File: config.mk
export PLATFORM = sky130hd
export DESIGN_NAME = datapath
export DESIGN_NICKNAME = d
export VERILOG_FILES = /design/src/rtl/ddr_pkg.sv /design/src/rtl/rd_tag_pipe.sv /design/src/rtl/datapath.sv
export SDC_FILE = /design/constraint.sdc
export NUM_CORES = 1
export LEC_CHECK = 0
export CELL_PAD_IN_SITES_DETAIL_PLACEMENT = 0
export CELL_PAD_IN_SITES_GLOBAL_PLACEMENT = 1
export CORE_MARGIN = 2
export CORE_UTILIZATION = 35
export DETAILED_ROUTE_END_ITERATION = 10
export GPL_TIMING_DRIVEN = 0
export PLACE_DENSITY = 0.91
export RECOVER_POWER = 50
export SETUP_SLACK_MARGIN = 0.1
export SYNTH_ARGS = -nofsm -noshare
export SYNTH_HDL_FRONTEND = slang
export SYNTH_SLANG_ARGS = --single-unit
export TNS_END_PERCENT = 20
File: constraint.sdc
create_clock -name clock_i -period 4.8 [get_ports clock_i]
set_clock_uncertainty 0.2 [all_clocks]
set_input_delay 0.48 -clock clock_i [delete_from_list [all_inputs] [get_ports clock_i]]
set_output_delay 0.48 -clock clock_i [all_outputs]
set_load 0.05 [all_outputs]
File: src/rtl/ddr_pkg.sv
// Shared defaults and types for the DDR controller user-side datapath.
// The top module and the bench both import this package.
package ddr_pkg;

   localparam int DEF_DATA_WIDTH   = 32;
   localparam int DEF_OWNER_WIDTH  = 2;
   localparam int DEF_READ_LATENCY = 3;

   typedef logic [DEF_OWNER_WIDTH-1:0] owner_t;

endpackage

File: src/rtl/rd_tag_pipe.sv
// Valid+tag shift register that tracks in-flight reads.
// hold_i freezes every stage, so the remaining latency of each entry is preserved.
module rd_tag_pipe #(
   parameter int DEPTH     = 3,
   parameter int TAG_WIDTH = 2
) (
   input  logic                 clock_i,
   input  logic                 reset_i,
   input  logic                 hold_i,
   input  logic                 push_i,
   input  logic [TAG_WIDTH-1:0] tag_i,
   output logic                 valid_o,
   output logic [TAG_WIDTH-1:0] tag_o
);

   logic [DEPTH-1:0]                valid_q, valid_d;
   logic [DEPTH-1:0][TAG_WIDTH-1:0] tag_q, tag_d;

   always_comb begin
      valid_d = valid_q;
      tag_d   = tag_q;
      if (!hold_i) begin
         valid_d[0] = push_i;
         tag_d[0]   = tag_i;
         for (int i = 1; i < DEPTH; i++) begin
            valid_d[i] = valid_q[i-1];
            tag_d[i]   = tag_q[i-1];
         end
      end
   end

   always_ff @(posedge clock_i or posedge reset_i) begin
      if (reset_i) begin
         valid_q <= '0;
         tag_q   <= '0;
      end else begin
         valid_q <= valid_d;
         tag_q   <= tag_d;
      end
   end

   assign valid_o = valid_q[DEPTH-1];
   assign tag_o   = tag_q[DEPTH-1];

endmodule

File: src/rtl/datapath.sv
// User-side data/owner datapath between the command FSM and the DDR PHY:
// owner tagging of reads, fixed-latency read return, and registered write data.
module datapath
   import ddr_pkg::*;
#(
   parameter int DATA_WIDTH   = DEF_DATA_WIDTH,
   parameter int OWNER_WIDTH  = DEF_OWNER_WIDTH,
   parameter int READ_LATENCY = DEF_READ_LATENCY
) (
   input  logic                   clock_i,
   input  logic                   reset_i,
   input  logic [DATA_WIDTH-1:0]  usr_data_i,
   input  logic [OWNER_WIDTH-1:0] usr_owner_i,
   output logic [DATA_WIDTH-1:0]  usr_data_o,
   output logic [OWNER_WIDTH-1:0] usr_owner_o,
   output logic                   usr_ready_o,
   input  logic                   ctl_start_i,
   input  logic                   ctl_block_i,
   input  logic                   ctl_suspend_i,
   input  logic                   ctl_read_i,
   input  logic                   ctl_write_i,
   output logic                   ddr_send_o,
   output logic [DATA_WIDTH-1:0]  ddr_data_o,
   input  logic [DATA_WIDTH-1:0]  ddr_data_i
);

   logic                   cmd_ok;
   logic                   start_acc, read_acc, write_acc;
   logic                   pipe_valid;
   logic [OWNER_WIDTH-1:0] pipe_tag, push_tag;

   logic [OWNER_WIDTH-1:0] owner_q, owner_d;
   logic [DATA_WIDTH-1:0]  usr_data_q, usr_data_d;
   logic [OWNER_WIDTH-1:0] usr_owner_q, usr_owner_d;
   logic                   usr_ready_q, usr_ready_d;
   logic                   ddr_send_q, ddr_send_d;
   logic [DATA_WIDTH-1:0]  ddr_data_q, ddr_data_d;

   assign cmd_ok    = !ctl_block_i && !ctl_suspend_i;
   assign start_acc = ctl_start_i && cmd_ok;
   assign read_acc  = ctl_read_i && cmd_ok;
   assign write_acc = ctl_write_i && cmd_ok;
   // A start on the same edge as the read supplies the tag directly.
   assign push_tag  = start_acc ? usr_owner_i : owner_q;

   rd_tag_pipe #(
      .DEPTH     (READ_LATENCY),
      .TAG_WIDTH (OWNER_WIDTH)
   ) u_rd_tag_pipe (
      .clock_i (clock_i),
      .reset_i (reset_i),
      .hold_i  (ctl_suspend_i),
      .push_i  (read_acc && !write_acc),
      .tag_i   (push_tag),
      .valid_o (pipe_valid),
      .tag_o   (pipe_tag)
   );

   always_comb begin
      owner_d     = start_acc ? usr_owner_i : owner_q;
      usr_ready_d = pipe_valid && !ctl_suspend_i;
      usr_data_d  = usr_ready_d ? ddr_data_i : usr_data_q;
      usr_owner_d = usr_ready_d ? pipe_tag : usr_owner_q;
      ddr_send_d  = write_acc;
      ddr_data_d  = write_acc ? usr_data_i : ddr_data_q;
   end

   always_ff @(posedge clock_i or posedge reset_i) begin
      if (reset_i) begin
         owner_q     <= '0;
         usr_data_q  <= '0;
         usr_owner_q <= '0;
         usr_ready_q <= 1'b0;
         ddr_send_q  <= 1'b0;
         ddr_data_q  <= '0;
      end else begin
         owner_q     <= owner_d;
         usr_data_q  <= usr_data_d;
         usr_owner_q <= usr_owner_d;
         usr_ready_q <= usr_ready_d;
         ddr_send_q  <= ddr_send_d;
         ddr_data_q  <= ddr_data_d;
      end
   end

   assign usr_data_o  = usr_data_q;
   assign usr_owner_o = usr_owner_q;
   assign usr_ready_o = usr_ready_q;
   assign ddr_send_o  = ddr_send_q;
   assign ddr_data_o  = ddr_data_q;

endmodule

== Yosys cells after proc, flatten, opt, wreduce, memory -nomap -nowiden ==
Cells that the tools add are included.

* Bits in registers: 79
* Input bits: 73
* Output and inout bits: 68
* Logic and storage cells: 20

* Mux-type cells: 1
* Reduce and logical (&&, ||, !) cells: 9

{| class="wikitable"
|+ Operators with widths
! kind !! number
|-
| 1-bit logical AND || 6
|-
| 1-bit logical NOT || 3
|-
| 2-bit 2-to-1 mux || 1
|}

== Logic depth before layout (Yosys ltp) ==
Gate-level depths: netlist (run 1).

* Word-level depth: 5
* Gate-level depth with buffers: 5
* Mapped depth without buffers: 2

== Modules after synthesis ==
Synthesis (run 1) repeated with hierarchy kept, for this count alone.

* Cell total of the unflattened synthesis: 172
* Area, all modules: 3031.7 sq um

{| class="wikitable"
|+ Modules (own cells, without submodules)
! module !! instances !! cells each !! area an instance (sq um) !! seq. area each (sq um)
|-
| datapath || 1 || 150 || 2641.3 || 1751.7
|-
| rd_tag_pipe || 1 || 22 || 390.4 || 225.2
|}

== Least setup slack after synthesis (run 1) ==
No wires, ideal clock.

* Path type: input-to-reg
* From: input port ctl_suspend_i
* To: register ddr_data_q[10], in the netlist ddr_data_o[10]
* Arrival time: 1.427 ns
* Path slack: 3.048 ns
* Stages: 4
* Path buffers: 2
* Path through: buf_6 -> nor3b_4 -> buf_6 -> mux2_2

* Longest elaborated chain between the ends: 3

{| class="wikitable"
|+ Ends and longest elaborated chain
! element !! RTL line !! RTL
|-
| start, declared || datapath.sv:19 || <nowiki>input logic ctl_suspend_i,</nowiki>
|-
| 1-bit logical NOT || datapath.sv:39 || <nowiki>assign cmd_ok = !ctl_block_i && !ctl_suspend_i;</nowiki>
|-
| 1-bit logical AND || datapath.sv:39 ||
|-
| 1-bit logical AND || datapath.sv:42 || <nowiki>assign write_acc = ctl_write_i && cmd_ok;</nowiki>
|-
| end signal, assigned || datapath.sv:82 || <nowiki>ddr_data_q <= ddr_data_d;</nowiki>
|-
| end, declared || datapath.sv:37 || <nowiki>logic [DATA_WIDTH-1:0] ddr_data_q, ddr_data_d;</nowiki>
|}

Every way passes these cells.
A chain may end at the register's enable or synchronous reset.

== Worst setup path after layout (run 1) ==
* From: register ddr_data_q[11], in the netlist ddr_data_o[11]
* To: output port ddr_data_o[11]

{| class="wikitable"
|+ RTL lines
! element !! RTL line !! RTL
|-
| end, declared || datapath.sv:23 || <nowiki>output logic [DATA_WIDTH-1:0] ddr_data_o,</nowiki>
|}

No word-level cell between the ends.

==> impl_metrics.tcl, run 1 <==
set metrics [dict create \
    wl_um 6324 \
    syn_to_final_growth_pct 58.07 \
    place_hpwl_um 4733 \
    synthSimpleGateAreaFrac 0.02503 \
    cp_num_buf_inv 1 \
    placeableCoreArea_um2 8258 \
    cts_setup_buffers 0 \
    path_cells "clkdlybuf4s50_1" \
    powerDensity_nw_per_um2 588.4 \
    setup_ws_ns 2.592 \
    layout_min_cycle_time_ns 2.208 \
    cts-root-buf "clkbuf_8" \
    yosysMostFrequentCell "dfrtp_1" \
    ys_seq_area_frac 0.6592 \
    diodes 0 \
    synth-edff-count 0 \
    p_total_mw 2.790 \
    relSlewSlack 0.3695 \
    fin_crit_sh 0.4600 \
    timing.fmax_ghz 0.4529 \
    path_clk_slew_ns 0.08 \
    ys.flop_type "dfrtp_1" \
    drc 0 \
    crit_arrival_ns 1.53 \
    synth_seq_cells 79 \
    final_cells 436 \
    final_antenna_net_count 0 \
    holdPathStages 1 \
    drt-initial-drc-count 74 \
    hold_path_end "ddr_data_o[9]" \
    startpoint_type "flip-flop" \
    grt_pass1_vias 1990 \
    clkLatencyLatePin_ns 0.33 \
    clock-sinks 79 \
    die_h_um 96.57 \
    grt_max_degree 62 \
    synth_xor_xnor_area_share 0 \
    synthMuxAreaShare 0.2778 \
    nNetsFinal 400 \
    synth_commonest_cells "dfrtp_1 (79), mux2_2 (71), buf_6 (4)" \
    netlist_instances 176 \
    place_ws_ns 2.447 \
    vias 2001 \
    hold_violations 0 \
    critical_path.max_fanout 2 \
    tritoncts "built" \
    die_area_um2 9326 \
    syn_area_um2 2999 \
    setup_tns_ns 0 \
    post_cts_resized 0 \
    rr_startpoint "u_rd_tag_pipe.valid_q[2]" \
    ios 141 \
    synth.distinct_cells 15 \
    grt_pass1_wl_um 9494 \
    cts_hold_buf 0 \
    dp.cells 421 \
    final_max_slew_viol_count 0 \
    synthAdderAreaFrac 0 \
    path_class "flip-flop to output pin" \
    grt_setup_unrepaired "no" \
    synth.yosys.warnings 0 \
    synth_fp_nets 249 \
    slowest_delay_ns 0.83 \
    ff2ff_setup_slack_ns 2.81 \
    cts_max_level 3 \
    hp-class "flip-flop to flip-flop" \
    peakVddDrop_mv 0.2512 \
    via_per_inst 4.589 \
    crit_path_top_delay_cell "clkdlybuf4s50_1" \
    port_buffers 139 \
    synth-async-reset-ratio 1.000 \
    synth_compound_area_frac 0.009595 \
    critical_path_depth 1 \
    synth_top_area_share 0.6592 \
    leakage_nw 1.966 \
    setup_viol 0 \
    max_cap_viol_count 0 \
    start_util 0.3632 \
    die_w_um 96.57 \
    wire_per_inst_um 14.50 \
    tightest_slew_ns 0.9406 \
    crit_required_ns 4.12 \
    r2r-end "usr_data_o[0]" \
    firstDrtPassIters 2 \
    drive_above_1_share 0.2749 \
    antenna_found_initial 0 \
    place_congestion 0.6704 \
    synth_top_family_by_area "multiplexers" \
    rr_worst_depth 4 \
    avgSynthCellArea_um2 17.04 \
    endpoint_kind "output pin" \
    clk_path_buf_depth 2 \
    synth_area_leader_cell "dfrtp_1" \
    grt_overflow 0 \
    grt_usage 0.1364 \
    rows 33 \
    path_delay_family "buffers and inverters" \
    ys_top_cells_by_area "dfrtp_1 (66%), mux2_2 (27%), buf_6 (1.5%), mux2_1 (1.1%), buf_4 (0.75%)" \
    outcome "finished clean" \
    holdCritStartpoint "ddr_data_o[9]" \
    numCtsBuffers 9 \
]
## logic make-up (layout without fill, tap and decap cells)
logic type | after synthesis | count (layout)
AO/OA/AOI/OAI | 3 | 3
buffers and inverters | 11 | 166
flip-flops | 79 | 79
multiplexers | 74 | 74
AND/OR/NAND/NOR | 9 | 9
## routing by layer
layer  wire length, um  up-vias  GRT usage
li1                  -      927          -
met1              2463      991     0.1620
met2              3232       70     0.2234
met3               487       13    0.04344
met4               141        0    0.06808
met5                 0        -          0
## flip-flops by register name, indices dropped and copies added, names as in the netlist
signal,flops
ddr_data_o,32
u_rd_tag_pipe.tag_o,2
u_rd_tag_pipe.tag_q,4
usr_ready_o,1
ddr_send_o,1
owner_q,2
u_rd_tag_pipe.valid_q,3
usr_owner_o,2
usr_data_o,32
## layout make-up
type	instances	area (um^2)
Clock buffer	11	141.4
Buffer	9	56.30
Sequential cell	79	1977
Multi-Input combinational cell	86	937.1
Fill cell	693	3517
Timing Repair Buffer	140	1419
Inverter	2	8.758
Tap cell	105	131.4
Clock inverter	4	70.07
## worst max-delay path by stage
| stage | slack [ns] | end | start |
|---|---|---|---|
| 3_5_place_dp | 2.45 | ddr_data_o[23] | ctl_block_i |
| 5_1_grt | 2.54 | usr_data_o[27] | usr_data_o[27] |
| 4_1_cts | 2.56 | ddr_data_o[11] | ddr_data_o[11] |
| 3_3_place_gp | 0.83 | owner_q[0] | reset_i |
| 6_report | 2.59 | ddr_data_o[11] | ddr_data_o[11] |
| 2_1_floorplan | 2.10 | ddr_data_o[0] | reset_i |
## power by group
part | leakage (nW) | total [mW] | switching (mW) | internal [mW]
clock | 0.109 | 0.529 | 0.226 | 0.303
combinational | 0.903 | 1.31 | 0.812 | 0.496
sequential | 0.954 | 0.952 | 0.0923 | 0.860
total | 1.97 | 2.79 | 1.13 | 1.66
## stage by stage
stage	hold WS [ns]	instance area (um^2)	util
after floorplan	0.2425	2999	-
after detailed placement	0.2622	4552	0.5512
after global routing	0.3036	4741	0.5741
after global placement	0.2660	4522	0.5476
after CTS	0.2232	4763	0.5768
final	0.2868	4741	0.5741
## cell usage in the layout, fill, tap and decap left out
| cell type | synthesis | routed |
|---|---|---|
| buf_16 | 0 | 1 |
| nand2b_1 | 1 | 1 |
| o41ai_1 | 1 | 1 |
| dfrtp_1 | 79 | 79 |
| clkinv_2 | 0 | 2 |
| clkbuf_8 | 0 | 10 |
| clkbuf_1 | 0 | 7 |
| bufinv_16 | 0 | 2 |
| mux2_1 | 3 | 3 |
| nor3b_4 | 1 | 1 |
| inv_1 | 2 | 1 |
| nand2_1 | 1 | 1 |
| nor3b_1 | 1 | 1 |
| dlygate4sd3_1 | 0 | 2 |
| clkinvlp_2 | 0 | 1 |
| a221o_1 | 2 | 2 |
| buf_6 | 4 | 3 |
| mux2_2 | 71 | 71 |
| nor4bb_1 | 2 | 2 |
| clkdlybuf4s50_1 | 0 | 137 |
| nor2b_1 | 3 | 3 |
## worst reg2reg max path, stage by stage, from the launching register on
cell      delay [ns]
dfrtp_1         0.34
nor2b_1         0.12
clkbuf_1        0.34
clkbuf_1        0.47
mux2_2          0.41
No activity file was read; power rests on OpenSTA's default activity.
==> run 2, diff against run 1 <==
--- a/config.mk
+++ b/config.mk
@@ -8,10 +8,10 @@
 export CELL_PAD_IN_SITES_DETAIL_PLACEMENT = 0
 export CELL_PAD_IN_SITES_GLOBAL_PLACEMENT = 1
 export CORE_MARGIN = 2
-export CORE_UTILIZATION = 35
+export CORE_UTILIZATION = 32
 export DETAILED_ROUTE_END_ITERATION = 10
 export GPL_TIMING_DRIVEN = 0
-export PLACE_DENSITY = 0.91
+export PLACE_DENSITY = 0.84
 export RECOVER_POWER = 50
 export SETUP_SLACK_MARGIN = 0.1
 export SYNTH_ARGS = -nofsm -noshare
==> constraint.sdc (replaced) <==
create_clock -name clock_i -period 2.3 [get_ports clock_i]
set_clock_uncertainty 0.2 [all_clocks]
set_input_delay 0.23 -clock clock_i [delete_from_list [all_inputs] [get_ports clock_i]]
set_output_delay 0.23 -clock clock_i [all_outputs]
set_load 0.05 [all_outputs]
==> run 2 against run 1 <==
Highest routed layer unchanged. Register-to-register slack got worse by 2.4 ns. Largest power group unchanged. Die area increased by 9.0%. Sequential cell count unchanged. Final area increased by 0.61%. The flow now finishes with violations (capacitance limit, slew limit).
==> impl_metrics.tcl, run 2 (synthesis gave the netlist of run 1 again) <==
set metrics [dict create \
    final_common_cell "clkdlybuf4s50_1" \
    nNetsFinal 400 \
    clock-sinks 79 \
    drt-initial-drc-count 41 \
    placeableCoreArea_um2 9153 \
    rows 35 \
    crit_path_top_delay_cell "clkdlybuf4s50_1" \
    clkLatencyLatePin_ns 0.34 \
    grt_overflow 0 \
    outcome "finished, violations left" \
    path_class "flip-flop to output pin" \
    die_area_um2 10160 \
    cts_max_level 3 \
    layout_min_cycle_time_ns 1.952 \
    cts-root-buf "clkbuf_8" \
    rr_worst_depth 4 \
    path_clk_slew_ns 0.09 \
    final_max_slew_viol_count 37 \
    slowest_delay_ns 0.81 \
    via_per_inst 4.494 \
    crit_arrival_ns 1.52 \
    antenna_found_initial 0 \
    met1_usage 0.1383 \
    leakage_nw 1.982 \
    syn_to_final_growth_pct 59.03 \
    path_delay_family "buffers and inverters" \
    setup_viol 0 \
    setup_tns_ns 0 \
    final_cell_mix "clkdlybuf4s50_1 (137), dfrtp_1 (79), mux2_2 (71), clkbuf_8 (10), buf_6 (4)" \
    die_w_um 100.8 \
    post_cts_resized 0 \
    grt_max_degree 44 \
    fin_crit_sh 0.8486 \
    grt_pass1_vias 2082 \
    grt_busiest_layer "met2" \
    critical_path.max_fanout 2 \
    drc 0 \
    place_hpwl_um 4622 \
    startpoint_type "flip-flop" \
    grt_setup_unrepaired "no" \
    wire_per_inst_um 14.00 \
    timing.fmax_ghz 0.5124 \
    powerDensity_nw_per_um2 1225 \
    diodes 0 \
    clk_path_buf_depth 2 \
    cts_setup_buffers 0 \
    max_cap_viol_count 1 \
    firstDrtPassIters 4 \
    endpoint_kind "output pin" \
    tightest_slew_ns 1.646 \
    start_util 0.3277 \
    hold_violations 0 \
    final_cells 443 \
    use_met2 0.2118 \
    cts_hold_buf 0 \
    die_h_um 100.8 \
    vias 1991 \
    ios 141 \
    grt_pass1_wl_um 9729 \
    numCtsBuffers 9 \
    violations "capacitance limit, slew limit" \
    holdPathStages 3 \
    peakVddDrop_mv 0.5462 \
    tritoncts "built" \
    final_antenna_net_count 0 \
    critical_path_depth 1 \
    relSlewSlack -0.1030 \
    whs_ns 0.05891 \
    place_congestion 0.7161 \
    p_total_mw 5.844 \
    drive_above_1_share 0.2922 \
    cp_num_buf_inv 1 \
    wl_um 6202 \
    path_cells "clkdlybuf4s50_1" \
    port_buffers 139 \
    hp-class "input port to flip-flop" \
    use_met3 0.05270 \
    dp.cells 427 \
    fillerInstances 797 \
    crit_required_ns 1.87 \
    grt_usage 0.1237 \
]
[run 2: cell types whose count changed in the layout (fill, tap and decap cells not counted)]
cell        before  now
buf_4            0    2
buf_2            0    1
buf_6            3    4
clkinv_2         2    1
buf_16           1    0
clkbuf_1         7    2
clkbuf_2         0    1
clkinvlp_4       0    1
buf_12           0    1
clkinv_4         0    1
[run 2: routing by layer]
metal	part of all wire	wire [um]	vias up
li1	-	-	924
met1	0.41	2513	987
met2	0.51	3167	71
met3	0.071	439	9
met4	0.013	81	0
met5	0	0	-
[run 2: path summary, 6_finish.rpt]
path	startpoint	endpoint	slack, ns
setup / recovery	usr_data_o[30]	usr_data_o[30]	0.35
hold / removal	ctl_suspend_i	ddr_send_o	0.06
setup reg to reg	u_rd_tag_pipe.valid_q[2]	usr_data_o[28]	0.44
hold reg to reg	u_rd_tag_pipe.valid_q[0]	u_rd_tag_pipe.valid_q[0]	0.29
max in group asynchronous	reset_i	usr_data_o[6]	0.53
min in group asynchronous	reset_i	ddr_data_o[4]	0.52
[run 2: power breakdown]
part | total [mW] | switching [mW] | internal [mW]
Combinational | 2.73 | 1.69 | 1.04
Clock | 1.13 | 0.490 | 0.641
Sequential | 1.98 | 0.190 | 1.79
Total | 5.84 | 2.37 | 3.47
[run 2: layout make-up]
class / instances / area (um^2) / area share
buffer: 9 / 73.82 / 0.01548
inverter: 2 / 8.758 / 0.001836
sequential: 79 / 1977 / 0.4145
clock buffer: 11 / 141.4 / 0.02964
clock inverter: 5 / 81.33 / 0.01705
tap: 111 / 138.9 / 0.02912
timing repair buffer: 140 / 1411 / 0.2959
multi-input combinational: 86 / 937.1 / 0.1965
[run 2: through the flow]
stage	setup WS (ns)	area, um^2	utilization
after floorplan	0.7985	3003	-
after global placement	0.04327	4533	0.4953
after global routing	0.2722	4770	0.5211
after CTS	0.3169	4776	0.5218
after detailed placement	0.1851	4553	0.4975
final	0.3483	4770	0.5211
